==> src/rtl/hi_lo_register_file_if.sv <==
// ---------------------------------------------------------------------------
// hi_lo_register_file_if
// Bundles the HI/LO register-pair datapath signals between the EX/MEM stage
// (master) and the HI/LO register file (slave).
//   WriteHiData / WriteLoData : operands for write, madd or msub
//   WriteEn / Madd / Msub     : update controls (priority WriteEn > Madd > Msub)
//   ReadHi / ReadLo           : current HI/LO contents, no read latency
// ---------------------------------------------------------------------------
interface hi_lo_register_file_if #(
    parameter int WIDTH = 32
);
    logic [WIDTH-1:0] WriteHiData;
    logic [WIDTH-1:0] WriteLoData;
    logic             WriteEn;
    logic             Madd;
    logic             Msub;
    logic [WIDTH-1:0] ReadHi;
    logic [WIDTH-1:0] ReadLo;

    modport master (
        output WriteHiData,
        output WriteLoData,
        output WriteEn,
        output Madd,
        output Msub,
        input  ReadHi,
        input  ReadLo
    );

    modport slave (
        input  WriteHiData,
        input  WriteLoData,
        input  WriteEn,
        input  Madd,
        input  Msub,
        output ReadHi,
        output ReadLo
    );
endinterface

==> src/rtl/hi_lo_register_file.sv <==
// ---------------------------------------------------------------------------
// hi_lo_register_file
// HI/LO special-register pair for the MIPS datapath. Supports a plain load,
// multiply-accumulate (madd) and multiply-subtract (msub), all in place.
// Ports:
//   Clk      : system clock, updates on the rising edge
//   Reset_n  : asynchronous active-low reset, clears HI and LO
//   bus      : slave side of hi_lo_register_file_if (operands, controls,
//              ReadHi/ReadLo driven straight from the state registers)
// HI and LO are independent WIDTH-bit lanes: no carry or borrow ever crosses
// from LO into HI.
// ---------------------------------------------------------------------------
module hi_lo_register_file #(
    parameter int WIDTH = 32
) (
    input  logic                        Clk,
    input  logic                        Reset_n,
    hi_lo_register_file_if.slave        bus
);

    typedef enum logic [1:0] {
        OpHold = 2'd0,
        OpLoad = 2'd1,
        OpAdd  = 2'd2,
        OpSub  = 2'd3
    } opSel_e;

    logic [WIDTH-1:0] hi_r;
    logic [WIDTH-1:0] lo_r;
    logic [WIDTH-1:0] hiNext_s;
    logic [WIDTH-1:0] loNext_s;
    opSel_e           op_s;

    // One lane's next value; the sum/difference is truncated to WIDTH bits,
    // which is what keeps each lane's carry/borrow from leaking anywhere.
    function automatic logic [WIDTH-1:0] laneNext(
        input opSel_e           op,
        input logic [WIDTH-1:0] cur,
        input logic [WIDTH-1:0] operand
    );
        logic [WIDTH-1:0] result;
        case (op)
            OpLoad:  result = operand;
            OpAdd:   result = cur + operand;
            OpSub:   result = cur - operand;
            OpHold:  result = cur;
            default: result = cur;
        endcase
        return result;
    endfunction

    // Priority decode of the update controls; lower-priority requests are dropped.
    always_comb begin
        op_s = OpHold;
        if (bus.WriteEn) begin
            op_s = OpLoad;
        end else if (bus.Madd) begin
            op_s = OpAdd;
        end else if (bus.Msub) begin
            op_s = OpSub;
        end else begin
            op_s = OpHold;
        end
    end

    // Next-state computation for both lanes.
    always_comb begin
        hiNext_s = laneNext(op_s, hi_r, bus.WriteHiData);
        loNext_s = laneNext(op_s, lo_r, bus.WriteLoData);
    end

    // HI/LO state registers with asynchronous clear.
    always_ff @(posedge Clk or negedge Reset_n) begin
        if (!Reset_n) begin
            hi_r <= {WIDTH{1'b0}};
            lo_r <= {WIDTH{1'b0}};
        end else begin
            hi_r <= hiNext_s;
            lo_r <= loNext_s;
        end
    end

    assign bus.ReadHi = hi_r;
    assign bus.ReadLo = lo_r;

endmodule

==> src/flat_wrapper.sv <==
// flat-port wrapper written by rule: the top's interface ports become plain ports
module hi_lo_register_file_flat 
#(
    parameter int WIDTH = 32
)
  (Clk, Reset_n, bus_WriteHiData, bus_WriteLoData, bus_WriteEn, bus_Madd, bus_Msub, bus_ReadHi, bus_ReadLo);
  hi_lo_register_file_if #(.WIDTH(WIDTH)) bus_i ();
  input  logic Clk;
  input  logic Reset_n;
  input wire logic [$bits(bus_i.WriteHiData)-1:0] bus_WriteHiData;
  input wire logic [$bits(bus_i.WriteLoData)-1:0] bus_WriteLoData;
  input wire logic [$bits(bus_i.WriteEn)-1:0] bus_WriteEn;
  input wire logic [$bits(bus_i.Madd)-1:0] bus_Madd;
  input wire logic [$bits(bus_i.Msub)-1:0] bus_Msub;
  output wire logic [$bits(bus_i.ReadHi)-1:0] bus_ReadHi;
  output wire logic [$bits(bus_i.ReadLo)-1:0] bus_ReadLo;
  assign bus_i.WriteHiData = bus_WriteHiData;
  assign bus_i.WriteLoData = bus_WriteLoData;
  assign bus_i.WriteEn = bus_WriteEn;
  assign bus_i.Madd = bus_Madd;
  assign bus_i.Msub = bus_Msub;
  assign bus_ReadHi = bus_i.ReadHi;
  assign bus_ReadLo = bus_i.ReadLo;
  hi_lo_register_file #(.WIDTH(WIDTH)) u_core (.Clk(Clk), .Reset_n(Reset_n), .bus(bus_i));
endmodule
==> config.mk <==
export PLATFORM = sky130hd
export DESIGN_NAME = hi_lo_register_file_flat
export DESIGN_NICKNAME = d
export VERILOG_FILES = /design/src/rtl/hi_lo_register_file_if.sv /design/src/rtl/hi_lo_register_file.sv /design/src/flat_wrapper.sv
export SDC_FILE = /design/constraint.sdc
export NUM_CORES = 1
export LEC_CHECK = 0
export ABC_AREA = 1
export BUFFER_PORTS_ARGS = -buffer_cell sky130_fd_sc_hd__clkbuf_2
export CAP_MARGIN = 15
export CORE_ASPECT_RATIO = 0.7
export CORE_MARGIN = 2
export CORE_UTILIZATION = 40
export DETAILED_ROUTE_END_ITERATION = 6
export GPL_TIMING_DRIVEN = 0
export RECOVER_POWER = 50
export REMOVE_ABC_BUFFERS = 1
export SETUP_SLACK_MARGIN = 0.15
export SKIP_LAST_GASP = 1
export SYNTH_ARGS = -nofsm -noshare
export SYNTH_HDL_FRONTEND = slang
export SYNTH_SLANG_ARGS = --single-unit
==> constraint.sdc <==
create_clock -name Clk -period 1.9 [get_ports Clk]
set_clock_uncertainty 0.1 [all_clocks]
set_input_delay 0.285 -clock Clk [delete_from_list [all_inputs] [get_ports Clk]]
set_output_delay 0.285 -clock Clk [all_outputs]
set_load 0.005 [all_outputs]
# Word level (Yosys, flattened, before mapping)
# Index checks and enable logic that the tools add are counted.
# W data, S select, Z words.
# totals
register_bits	64
input_bits	69
# op_classes
add_sub_neg	4
eq_ne	3
mux	5
reduce_logical	1
# ops
op	count
$pmux W32 S3	2
$add A32 B32 Y32	2
$sub A32 B32 Y32	2
$mux W2	3
$eq A2 B2 Y1 const B	2
$eq A2 B1 Y1 const B	1
$logic_not A2 Y1	1

# Logic depth before layout (Yosys ltp)
# Gate-level depths: netlist of run 1.
# depth
depth_word	5
depth_mapped	23
depth_no_buf	23

# Worst setup path before layout of run 1
# OpenSTA, ideal clock, no wires.
# synth_timing
path_kind	input port to flip-flop
start	input port bus_WriteHiData[1]
end	register u_core.hi_r[25], in the netlist u_core.bus.ReadHi[25]
arrival_time_ns	2.581
setup_slack_ns	-0.898
cell_stages	20
path_cell_list	inv_1 ha_1 nand3_2 nor2_4 nand4_1 or2_1 nand2_1 nand2_1 nor2_1 nor2_1 ha_1 nand2_1 nor2_1 inv_1 nor3_1 nand2_1 nand3_1 nand3_1 nand2_1 nand2_1
# synth_via
elab_chain_len	2
word_cells_on_any_way	3
cone_classes	add/sub: 2; mux: 1
# synth_lines
element	line	text
start, declared	flat_wrapper.sv:10	input wire logic [$bits(bus_i.WriteHiData)-1:0] bus_WriteHiData;
$sub A32 B32 Y32 / $add A32 B32 Y32 (equally long branches)	hi_lo_register_file.sv:45, hi_lo_register_file.sv:44	
$pmux W32 S3 *	hi_lo_register_file.sv:42	case (op)
end signal, assigned	hi_lo_register_file.sv:75	hi_r <= {WIDTH{1'b0}};
end signal, assigned	hi_lo_register_file.sv:78	hi_r <= hiNext_s;
end, declared	hi_lo_register_file.sv:28	logic [WIDTH-1:0] hi_r;
# Every way passes the cells marked *; elsewhere a longest branch is shown, timed or not.
# A chain may end at the register's enable or synchronous reset.

# Worst setup path in the final report of run 1
# layout_timing
start	input port bus_WriteLoData[4]
end	register u_core.lo_r[25], in the netlist u_core.bus.ReadLo[25]
# layout_via
elab_chain_len	2
word_cells_on_any_way	3
cone_classes	add/sub: 2; mux: 1
# layout_lines
element	line	text
start, declared	flat_wrapper.sv:11	input wire logic [$bits(bus_i.WriteLoData)-1:0] bus_WriteLoData;
$sub A32 B32 Y32 / $add A32 B32 Y32 (equally long branches)	hi_lo_register_file.sv:45, hi_lo_register_file.sv:44	
$pmux W32 S3 *	hi_lo_register_file.sv:42	
end signal, assigned	hi_lo_register_file.sv:76	lo_r <= {WIDTH{1'b0}};
end signal, assigned	hi_lo_register_file.sv:79	lo_r <= loNext_s;
end, declared	hi_lo_register_file.sv:29	logic [WIDTH-1:0] lo_r;
# Marks and branches as above.

==> results of run 1 <==
## final timing paths
path	startpoint	end	slack [ns]	cells after the start
setup / recovery	bus_WriteLoData[4]	u_core.bus.ReadLo[25]$_DFFE_PN0P_	-0.97	18
hold / removal	bus_WriteLoData[12]	u_core.bus.ReadLo[12]$_DFFE_PN0P_	0.12	3
setup reg to reg	u_core.bus.ReadHi[0]$_DFFE_PN0P_	u_core.bus.ReadHi[30]$_DFFE_PN0P_	-0.50	16
hold reg to reg	u_core.bus.ReadLo[19]$_DFFE_PN0P_	u_core.bus.ReadLo[19]$_DFFE_PN0P_	0.42	2
max in group asynchronous	Reset_n	u_core.bus.ReadHi[7]$_DFFE_PN0P_	0.25	3
min in group asynchronous	Reset_n	u_core.bus.ReadLo[18]$_DFFE_PN0P_	0.37	2
## worst min-delay path, delay by kind of cell
family        cells  cell delay [ns]
buf+inv           1             0.15
simple gates      2             0.13
## per-stage QoR
step / setup slack (ns) / hold slack (ns) / instance area (um2) / total power [mW]
floorplan: -1.46 / -0.111 / 9460 / 6.21
global route: -1.09 / 0.136 / 14600 / 14.8
global placement: -4.56 / 0.404 / 10500 / 8.19
detailed placement: -4.36 / 0.157 / 10600 / 8.21
CTS: -0.946 / 0.107 / 12900 / 11.9
finish: -0.969 / 0.119 / 14600 / 14.0
## power by group
part	switching (mW)	internal (mW)	total, mW	leakage [nW]
clock network	0.771	1.16	1.93	0.159
registers	0.449	1.70	2.14	0.747
logic	6.02	3.90	9.92	6.63
total	7.24	6.76	14.0	7.54
## per-layer routing
metal | up-vias | wire length, um | global-route usage (%)
met5 | - | 0 | 0
met4 | 0 | 777 | 7.51
met3 | 64 | 4670 | 6.03
met2 | 607 | 17600 | 44.7
met1 | 5837 | 20400 | 51.3
li1 | 5920 | - | -
## cells by family (layout without fill, tap and decap cells)
kind of cell             Yosys count  after routing  synth area share, %
AND/OR/NAND/NOR                 1046           1052                 44.8
flip-flops                        64             64                 16.7
AO/OA/AOI/OAI                    154            154                 9.36
XOR/XNOR                          73             73                 6.66
buffers and inverters            347            588                 13.8
adder cells (fa/ha/maj)           66             66                 8.76
## registers in the layout, summed over array words and instances (netlist names)
signal and cells:
u_core.bus.ReadHi 32, u_core.bus.ReadLo 32
## what timing repair did
action / in CTS / in global routing
resized for setup: 343 / 385
cloned: 9 / 0
hold buffers: 1 / 0
endpoints found under the setup margin: 64 / 61
setup buffers: 80 / 38
pin swaps: 136 / 214
endpoints found under the hold margin: 22 / 0
## layout make-up
| cell class | count | area [um2] | area share (%) |
|---|---|---|---|
| clock buffer | 14 | 284 | 1.94 |
| timing repair buffer | 255 | 1860 | 12.7 |
| timing repair inverter | 2 | 16.3 | 0.111 |
| inverter | 315 | 1240 | 8.51 |
| clock inverter | 2 | 35.0 | 0.240 |
| multi-input combinational | 1345 | 9190 | 62.8 |
| tap | 318 | 398 | 2.72 |
| sequential | 64 | 1600 | 10.9 |
## cells in the final DEF (no fill, tap or decap), types with 41 or more instances in the layout
master and count:
sky130_fd_sc_hd__a21oi_1 45, sky130_fd_sc_hd__nand2_2 141, sky130_fd_sc_hd__nand3_1 79, sky130_fd_sc_hd__dfrtp_1 64, sky130_fd_sc_hd__nand2_4 49, sky130_fd_sc_hd__nor2_2 46, sky130_fd_sc_hd__nor2_4 41, sky130_fd_sc_hd__inv_2 48
sky130_fd_sc_hd__xor2_1 59, sky130_fd_sc_hd__nor2_1 102, sky130_fd_sc_hd__clkbuf_2 122, sky130_fd_sc_hd__buf_4 95, sky130_fd_sc_hd__nand2_1 481, sky130_fd_sc_hd__inv_1 255
==> report_table.html, run 1 <==
<table>
<tr><th>Metric</th><th>Value</th></tr>
<tr><th colspan="2">STA</th></tr>
<tr><td>Unrepaired setup endpoints after global routing</td><td>true</td></tr>
<tr><td>Headroom to the max-slew limit</td><td>39.9%</td></tr>
<tr><td>Setup TNS</td><td>-40.33 ns</td></tr>
<tr><td>Hold Fails Final Rpt</td><td>0</td></tr>
<tr><td>Final cycle utilization of the critical path</td><td>151%</td></tr>
<tr><td>Count of final setup violators</td><td>between 50 and 60</td></tr>
<tr><td>Crit path setup slack, layout</td><td>-0.969 ns</td></tr>
<tr><td>Slew Limit Fails</td><td>0</td></tr>
<tr><td>Peak Freq</td><td>about 350 MHz</td></tr>
<tr><td>Transition time at the pin with the least slew margin</td><td>between 0.9 and 1 ns</td></tr>
<tr><td>Shortest clock period the worst path allows after layout</td><td>around 2.9 ns</td></tr>
<tr><th colspan="2">Critical path</th></tr>
<tr><td>CP max stage delay</td><td>between 0.3 and 0.4 ns</td></tr>
<tr><td>Endpoint kind of the worst setup timing path</td><td>flip-flop</td></tr>
<tr><td>Ordered list of cells on the worst path</td><td>clkbuf_2 &gt; nor2_1 &gt; nand2_1 &gt; nor2_4 &gt; nand4_1 &gt; buf_6 &gt; nand2_2 &gt; xor2_2 &gt; ha_4 &gt; nand2_2 &gt; inv_1 &gt; a21oi_4 &gt; o21ai_2 &gt; nand3b_1 &gt; nand2_1 &gt; nand3_2 &gt; nand2_2 &gt; nand2_1</td></tr>
<tr><td>Maximum fanout count along the critical path</td><td>5</td></tr>
<tr><td>CP Launch Type</td><td>primary input</td></tr>
<tr><td>Combined buffer and inverter count along the critical path</td><td>3</td></tr>
<tr><td>Category of the critical setup timing path</td><td>primary input to flip-flop</td></tr>
<tr><td>Critical-path cell with the highest stage delay</td><td>sky130_fd_sc_hd__nor2_1</td></tr>
<tr><td>Largest delay contributor family on the critical path</td><td>simple AND/OR/NAND/NOR gates</td></tr>
<tr><td>Crit path arrival time</td><td>about 3.0 ns</td></tr>
<tr><td>Required time of the worst setup path</td><td>between 2 and 2.5 ns</td></tr>
<tr><th colspan="2">Synthesis</th></tr>
<tr><td>Synth cell types</td><td>37</td></tr>
<tr><td>Area fraction of the dominant cell type after synthesis</td><td>a little over a quarter</td></tr>
<tr><td>Fraction of registers with async set or reset after synthesis</td><td>100%</td></tr>
<tr><td>Register bit count reported by yosys</td><td>64</td></tr>
<tr><td>Synth area leaders</td><td>sky130_fd_sc_hd__nand2_1, sky130_fd_sc_hd__dfrtp_1, sky130_fd_sc_hd__inv_1</td></tr>
<tr><td>Post-Synthesis Cell Area</td><td>roughly 9600 um2</td></tr>
<tr><td>Post-synthesis sequential area ratio</td><td>between 10% and 20%</td></tr>
<tr><td>Synthesized area per cell</td><td>5.49 um2</td></tr>
<tr><td>Synth Instances</td><td>between 1500 and 2000</td></tr>
<tr><td>Dominant synthesized flop cell</td><td>sky130_fd_sc_hd__dfrtp_1</td></tr>
<tr><td>Most common cell in the netlist</td><td>sky130_fd_sc_hd__nand2_1</td></tr>
<tr><td>Largest area contributor in the synthesized netlist</td><td>sky130_fd_sc_hd__nand2_1</td></tr>
<tr><td>Number of synthesized flops with an enable pin</td><td>0</td></tr>
<tr><td>Yosys Warn Count</td><td>0</td></tr>
<tr><td>Most used standard cells in the synthesized netlist</td><td>sky130_fd_sc_hd__nand2_1, sky130_fd_sc_hd__inv_1, sky130_fd_sc_hd__nor2_1</td></tr>
<tr><th colspan="2">Global routing</th></tr>
<tr><td>Initial antenna violation count</td><td>0</td></tr>
<tr><td>Wire length of the first global-routing pass</td><td>roughly 63 mm</td></tr>
<tr><td>Via count of the first global-routing pass</td><td>around 11000</td></tr>
<tr><td>GRT Total Usage</td><td>between 30 and 40%</td></tr>
<tr><td>Pin count of the biggest net entering global routing</td><td>75</td></tr>
<tr><td>Total congestion overflow</td><td>0</td></tr>
<tr><th colspan="2">Layout</th></tr>
<tr><td>Final Net Count</td><td>approximately 2100</td></tr>
<tr><td>Area added between synthesis and finish</td><td>52.4%</td></tr>
<tr><td>ANT cells</td><td>0</td></tr>
<tr><td>Count of placed standard cells in the final layout, fillers left out</td><td>2315</td></tr>
<tr><td>Number of fill cells</td><td>approximately 2200</td></tr>
<tr><td>Post-layout util</td><td>62.0%</td></tr>
<tr><td>Fraction of final layout cells sized beyond drive strength 1</td><td>between 40 and 50%</td></tr>
<tr><th colspan="2">Clocking</th></tr>
<tr><td>Num CTS Buffers</td><td>9</td></tr>
<tr><td>Buffers from clock root to sink, at most</td><td>2</td></tr>
<tr><td># clock sinks</td><td>64</td></tr>
<tr><td>H-tree depth reported by CTS</td><td>3</td></tr>
<tr><td>Clock tree from TritonCTS</td><td>yes</td></tr>
<tr><td>Worst-Skew Late Latency</td><td>about 0.38 ns</td></tr>
<tr><td>Clock root buffer master</td><td>sky130_fd_sc_hd__clkbuf_16</td></tr>
<tr><td>Register clock-pin slew on the reported worst setup and hold paths</td><td>around 0.06 ns</td></tr>
<tr><th colspan="2">Power</th></tr>
<tr><td>Total power density per cell area</td><td>~960 nW/um2</td></tr>
<tr><td>LEAKAGE</td><td>~7.5 nW</td></tr>
<tr><td>Worst supply voltage drop on vdd</td><td>roughly 0.00057 V</td></tr>
<tr><th colspan="2">Die</th></tr>
<tr><td>Initial Util</td><td>between 40% and 50%</td></tr>
<tr><td>Die X</td><td>~190 um</td></tr>
<tr><td>Area of the core region</td><td>23600 um2</td></tr>
<tr><td>Num ports</td><td>133</td></tr>
<tr><td>Number of rows in the core area</td><td>47</td></tr>
<tr><td>Die footprint</td><td>approximately 25000 um2</td></tr>
<tr><td>Die height</td><td>about 130 um</td></tr>
<tr><th colspan="2">Routing</th></tr>
<tr><td>First-pass DRT Iterations</td><td>6</td></tr>
<tr><td>Routed vias</td><td>~12000</td></tr>
<tr><td>First-iteration detailed-routing DRC count</td><td>around 1200</td></tr>
<tr><td>Detailed-route vias per instance</td><td>around 5.4</td></tr>
<tr><td>Wire length per cell after detailed routing</td><td>approximately 19 um</td></tr>
<tr><td>Remaining antenna violation count</td><td>0</td></tr>
<tr><td>Remaining design rule violation count</td><td>0</td></tr>
<tr><td>Drt total wl</td><td>43.4 mm</td></tr>
<tr><th colspan="2">Worst hold path</th></tr>
<tr><td>Hold crit path type</td><td>primary input to flip-flop</td></tr>
<tr><th colspan="2">Flow run</th></tr>
<tr><td>Number of violations of the max-capacitance limit</td><td>0</td></tr>
<tr><th colspan="2">Place</th></tr>
<tr><td>Total of buffers placed on input and output ports</td><td>~130</td></tr>
<tr><td>GPL Wtd Cong</td><td>approximately 0.95</td></tr>
<tr><td>Estimated wirelength of the detail-placed design</td><td>29.4 mm</td></tr>
<tr><td>Cell count after placement</td><td>2171</td></tr>
<tr><th colspan="2">Outcome</th></tr>
<tr><td>Status</td><td>finished with violations</td></tr>
<tr><td>Violations in the final reports</td><td>negative setup slack</td></tr>
</table>
No activity file was read; power rests on OpenSTA's default activity.
==> run 2: changes to the inputs <==
--- a/config.mk
+++ b/config.mk
@@ -8,11 +8,14 @@
 export ABC_AREA = 1
 export BUFFER_PORTS_ARGS = -buffer_cell sky130_fd_sc_hd__clkbuf_2
 export CAP_MARGIN = 15
+export CELL_PAD_IN_SITES_DETAIL_PLACEMENT = 0
+export CELL_PAD_IN_SITES_GLOBAL_PLACEMENT = 1
 export CORE_ASPECT_RATIO = 0.7
-export CORE_MARGIN = 2
-export CORE_UTILIZATION = 40
+export CORE_MARGIN = 4
+export CORE_UTILIZATION = 36
 export DETAILED_ROUTE_END_ITERATION = 6
 export GPL_TIMING_DRIVEN = 0
+export PLACE_DENSITY_LB_ADDON = 0.1
 export RECOVER_POWER = 50
 export REMOVE_ABC_BUFFERS = 1
 export SETUP_SLACK_MARGIN = 0.15
==> report_table.html, run 2 (same netlist as run 1, synthesis figures left out) <==
<table>
<tr><th>Metric</th><th>Value</th></tr>
<tr><th colspan="2">Outcome</th></tr>
<tr><td>Status</td><td>finished with violations</td></tr>
<tr><td>Violations in the final reports</td><td>negative setup slack</td></tr>
<tr><th colspan="2">Die</th></tr>
<tr><td>Num ports</td><td>133 (unchanged)</td></tr>
<tr><td>Die X</td><td>203 um (+7.4%)</td></tr>
<tr><td>Area of the core region</td><td>25900 um2 (+10%)</td></tr>
<tr><td>Die footprint</td><td>29400 um2 (+16%)</td></tr>
<tr><td>Number of rows in the core area</td><td>49 (+4.3%)</td></tr>
<tr><td>Initial Util</td><td>37.0% (-3.7 points)</td></tr>
<tr><td>Die height</td><td>145 um (+8.2%)</td></tr>
<tr><th colspan="2">Clocking</th></tr>
<tr><td>Num CTS Buffers</td><td>9 (unchanged)</td></tr>
<tr><td>Buffers from clock root to sink, at most</td><td>2 (unchanged)</td></tr>
<tr><td>H-tree depth reported by CTS</td><td>3 (unchanged)</td></tr>
<tr><td>Register clock-pin slew on the reported worst setup and hold paths</td><td>0.06 ns (about the same)</td></tr>
<tr><td>Worst-Skew Late Latency</td><td>0.37 ns (about the same)</td></tr>
<tr><td>Clock root buffer master</td><td>sky130_fd_sc_hd__clkbuf_16</td></tr>
<tr><td>Clock tree from TritonCTS</td><td>yes</td></tr>
<tr><td># clock sinks</td><td>64 (unchanged)</td></tr>
<tr><th colspan="2">Routing</th></tr>
<tr><td>Remaining design rule violation count</td><td>0 (unchanged)</td></tr>
<tr><td>Detailed-route vias per instance</td><td>5.11 (-4.9%)</td></tr>
<tr><td>First-iteration detailed-routing DRC count</td><td>987 (-20%)</td></tr>
<tr><td>Wire length per cell after detailed routing</td><td>18.7 um (about the same)</td></tr>
<tr><td>Drt total wl</td><td>44.7 mm (+3.1%)</td></tr>
<tr><td>Remaining antenna violation count</td><td>0 (unchanged)</td></tr>
<tr><td>Routed vias</td><td>12188 (-1.9%)</td></tr>
<tr><td>First-pass DRT Iterations</td><td>7 (+1)</td></tr>
<tr><th colspan="2">STA</th></tr>
<tr><td>Count of final setup violators</td><td>59 (+1.7%)</td></tr>
<tr><td>Setup TNS</td><td>-44.44 ns (-4.11 ns)</td></tr>
<tr><td>Unrepaired setup endpoints after global routing</td><td>true</td></tr>
<tr><td>Shortest clock period the worst path allows after layout</td><td>2.89 ns (+0.0248 ns)</td></tr>
<tr><td>Slew Limit Fails</td><td>0 (unchanged)</td></tr>
<tr><td>Crit path setup slack, layout</td><td>-0.994 ns (-0.0248 ns)</td></tr>
<tr><td>Final cycle utilization of the critical path</td><td>152% (+1.3 points)</td></tr>
<tr><td>Min Hold Slack</td><td>0.129 ns (+0.0105 ns)</td></tr>
<tr><td>Transition time at the pin with the least slew margin</td><td>0.689 ns (-0.211 ns)</td></tr>
<tr><td>Peak Freq</td><td>346 MHz (-0.86%)</td></tr>
<tr><td>Headroom to the max-slew limit</td><td>54.1% (+14 points)</td></tr>
<tr><td>Hold Fails Final Rpt</td><td>0 (unchanged)</td></tr>
<tr><th colspan="2">Layout</th></tr>
<tr><td>Fraction of final layout cells sized beyond drive strength 1</td><td>41.4% (+1.1 points)</td></tr>
<tr><td>Final Net Count</td><td>2159 (+1.5%)</td></tr>
<tr><td>Most common library cell in the layout ignoring fill and taps</td><td>sky130_fd_sc_hd__nand2_1</td></tr>
<tr><td>Post-route design area</td><td>15200 um2 (+3.8%)</td></tr>
<tr><td>Area added between synthesis and finish</td><td>58.1%</td></tr>
<tr><td>Top library cells by usage in the layout, fill and taps aside</td><td>sky130_fd_sc_hd__nand2_1, sky130_fd_sc_hd__inv_1, sky130_fd_sc_hd__nand2_2</td></tr>
<tr><td>Count of placed standard cells in the final layout, fillers left out</td><td>2387 (+3.1%)</td></tr>
<tr><th colspan="2">Critical path</th></tr>
<tr><td>Combined buffer and inverter count along the critical path</td><td>8 (+5)</td></tr>
<tr><td>Ordered list of cells on the worst path</td><td>buf_8 &gt; inv_6 &gt; ha_4 &gt; inv_4 &gt; nor3_4 &gt; buf_6 &gt; inv_4 &gt; nor2_4 &gt; nand4_1 &gt; buf_6 &gt; o21ai_4 &gt; buf_6 &gt; xor2_2 &gt; ha_4 &gt; nand2_4 &gt; inv_1 &gt; a21oi_2 &gt; o21ai_1 &gt; a21oi_2 &gt; nand2_1 &gt; nand2_1 &gt; nand3_2 &gt; nand2_1 &gt; nand2_1</td></tr>
<tr><td>Endpoint kind of the worst setup timing path</td><td>flip-flop</td></tr>
<tr><td>Largest delay contributor family on the critical path</td><td>simple AND/OR/NAND/NOR gates</td></tr>
<tr><td>Critical-path cell with the highest stage delay</td><td>sky130_fd_sc_hd__ha_4</td></tr>
<tr><td>Number of cells on the worst reg-to-reg path</td><td>14 (-2)</td></tr>
<tr><td>Maximum fanout count along the critical path</td><td>4 (-1)</td></tr>
<tr><td>Number of gates on the worst path with buffers counted</td><td>24 (+6)</td></tr>
<tr><td>CP Launch Type</td><td>primary input</td></tr>
<tr><td>Crit path top cell by count</td><td>sky130_fd_sc_hd__nand2_1</td></tr>
<tr><td>Category of the critical setup timing path</td><td>primary input to flip-flop</td></tr>
<tr><td>Required time of the worst setup path</td><td>2.06 ns (about the same)</td></tr>
<tr><td>CP max stage delay</td><td>0.27 ns (-0.07 ns)</td></tr>
<tr><td>Crit path arrival time</td><td>3.05 ns (+0.02 ns)</td></tr>
<tr><th colspan="2">Worst hold path</th></tr>
<tr><td>Hold crit path type</td><td>primary input to flip-flop</td></tr>
<tr><td>Count of cells along the worst hold path</td><td>3 (unchanged)</td></tr>
<tr><th colspan="2">Power</th></tr>
<tr><td>LEAKAGE</td><td>7.84 nW (+3.9%)</td></tr>
<tr><td>Total power density per cell area</td><td>965 nW/um2 (+0.84%)</td></tr>
<tr><td>Worst supply voltage drop on vdd</td><td>0.000504 V (-11%)</td></tr>
<tr><th colspan="2">Flow run</th></tr>
<tr><td>Number of violations of the max-capacitance limit</td><td>0 (unchanged)</td></tr>
<tr><th colspan="2">Place</th></tr>
<tr><td>Total of buffers placed on input and output ports</td><td>132 (unchanged)</td></tr>
<tr><td>GPL Wtd Cong</td><td>0.888 (-7.0%)</td></tr>
<tr><td>Cell count after placement</td><td>2212 (+1.9%)</td></tr>
<tr><td>Estimated wirelength of the detail-placed design</td><td>31.7 mm (+7.8%)</td></tr>
<tr><td>Worst setup slack before clock tree synthesis</td><td>-4.21 ns (+0.158 ns)</td></tr>
<tr><td>Instance area at placement</td><td>10700 um2 (+0.84%)</td></tr>
<tr><th colspan="2">Global routing</th></tr>
<tr><td>Total congestion overflow</td><td>0 (unchanged)</td></tr>
<tr><td>Wire length of the first global-routing pass</td><td>65.0 mm (+3.4%)</td></tr>
<tr><td>Via count of the first global-routing pass</td><td>10957 (+0.59%)</td></tr>
<tr><td>GRT Total Usage</td><td>29.0% (-3.6 points)</td></tr>
<tr><td>Initial antenna violation count</td><td>2 (+2)</td></tr>
<tr><td>Pin count of the biggest net entering global routing</td><td>62 (-17%)</td></tr>
</table>
==> run 2: cell types whose count changed in the layout (fill, tap and decap cells not counted), moves of 9 or more <==
cell,delta
sky130_fd_sc_hd__nand2_1,-14
sky130_fd_sc_hd__nand3_2,-9
sky130_fd_sc_hd__nor2_2,-11
sky130_fd_sc_hd__a21oi_2,+9
sky130_fd_sc_hd__buf_6,+34
==> run 2: path summary, 6_finish.rpt <==
check | slack [ns] | to | start
min reg2reg | 0.42 | u_core.bus.ReadLo[23]$_DFFE_PN0P_ | u_core.bus.ReadLo[23]$_DFFE_PN0P_
max in group asynchronous | 0.23 | u_core.bus.ReadLo[3]$_DFFE_PN0P_ | Reset_n
min | 0.13 | u_core.bus.ReadLo[5]$_DFFE_PN0P_ | bus_WriteLoData[5]
min in group asynchronous | 0.35 | u_core.bus.ReadLo[20]$_DFFE_PN0P_ | Reset_n
max reg2reg | -0.46 | u_core.bus.ReadLo[24]$_DFFE_PN0P_ | u_core.bus.ReadLo[0]$_DFFE_PN0P_
max | -0.99 | u_core.bus.ReadLo[29]$_DFFE_PN0P_ | bus_WriteLoData[0]
==> run 2: power by group <==
group          total, mW  internal, mW  switching (mW)
Combinational       10.5          4.34            6.21
Clock               1.95          1.16           0.787
Sequential          2.15          1.69           0.453
==> run 2: layout make-up <==
type	instances	area, um2
clock buffers	14	284
well taps	357	447
multi-input cells	1339	9250
fillers	2513	10800
repair inverters	2	16.3
repair buffers	293	2300
clock inverters	2	35.0
diodes	1	2.50
flip-flops and latches	64	1600
inverters	315	1240
==> run 2: through the flow <==
stage | power [mW] | utilization, %
2_1_floorplan | 6.21 | -
3_3_place_gp | 8.29 | 40.7
3_5_place_dp | 8.33 | 41.2
4_1_cts | 12.4 | 51.1
5_1_grt | 15.6 | 58.5
6_report | 14.6 | 58.5
==> run 2: worst reg2reg max path, stage by stage (launching register included) <==
cell and delay, ns:
sky130_fd_sc_hd__dfrtp_1 0.38, sky130_fd_sc_hd__inv_1 0.08, sky130_fd_sc_hd__ha_1 0.20, sky130_fd_sc_hd__inv_2 0.08
sky130_fd_sc_hd__fa_2 0.39, sky130_fd_sc_hd__nand3_2 0.11, sky130_fd_sc_hd__nand3_4 0.10, sky130_fd_sc_hd__nand2_1 0.07
sky130_fd_sc_hd__nand3b_1 0.17, sky130_fd_sc_hd__nand2_1 0.14, sky130_fd_sc_hd__nand3_1 0.08, sky130_fd_sc_hd__nand2_1 0.08
sky130_fd_sc_hd__nand3_2 0.12, sky130_fd_sc_hd__nand2_2 0.09, sky130_fd_sc_hd__nand2_1 0.04
==> run 2: per-layer routing <==
metal	vias up	routed length, um	track usage (%)
li1	5987	-	-
met2	465	17500	39.5
met3	31	4550	7.80
met5	-	0	0
met1	5705	22200	45.5
met4	0	560	4.90
==> run 2: timing repair <==
action / CTS / global route
endpoints found under the hold margin: 18 / 0
resized for setup: 390 / 393
endpoints found under the setup margin: 64 / 61
pin swaps: 141 / 193
setup buffers: 95 / 57
hold buffers: 1 / 0
cloned: 5 / 0
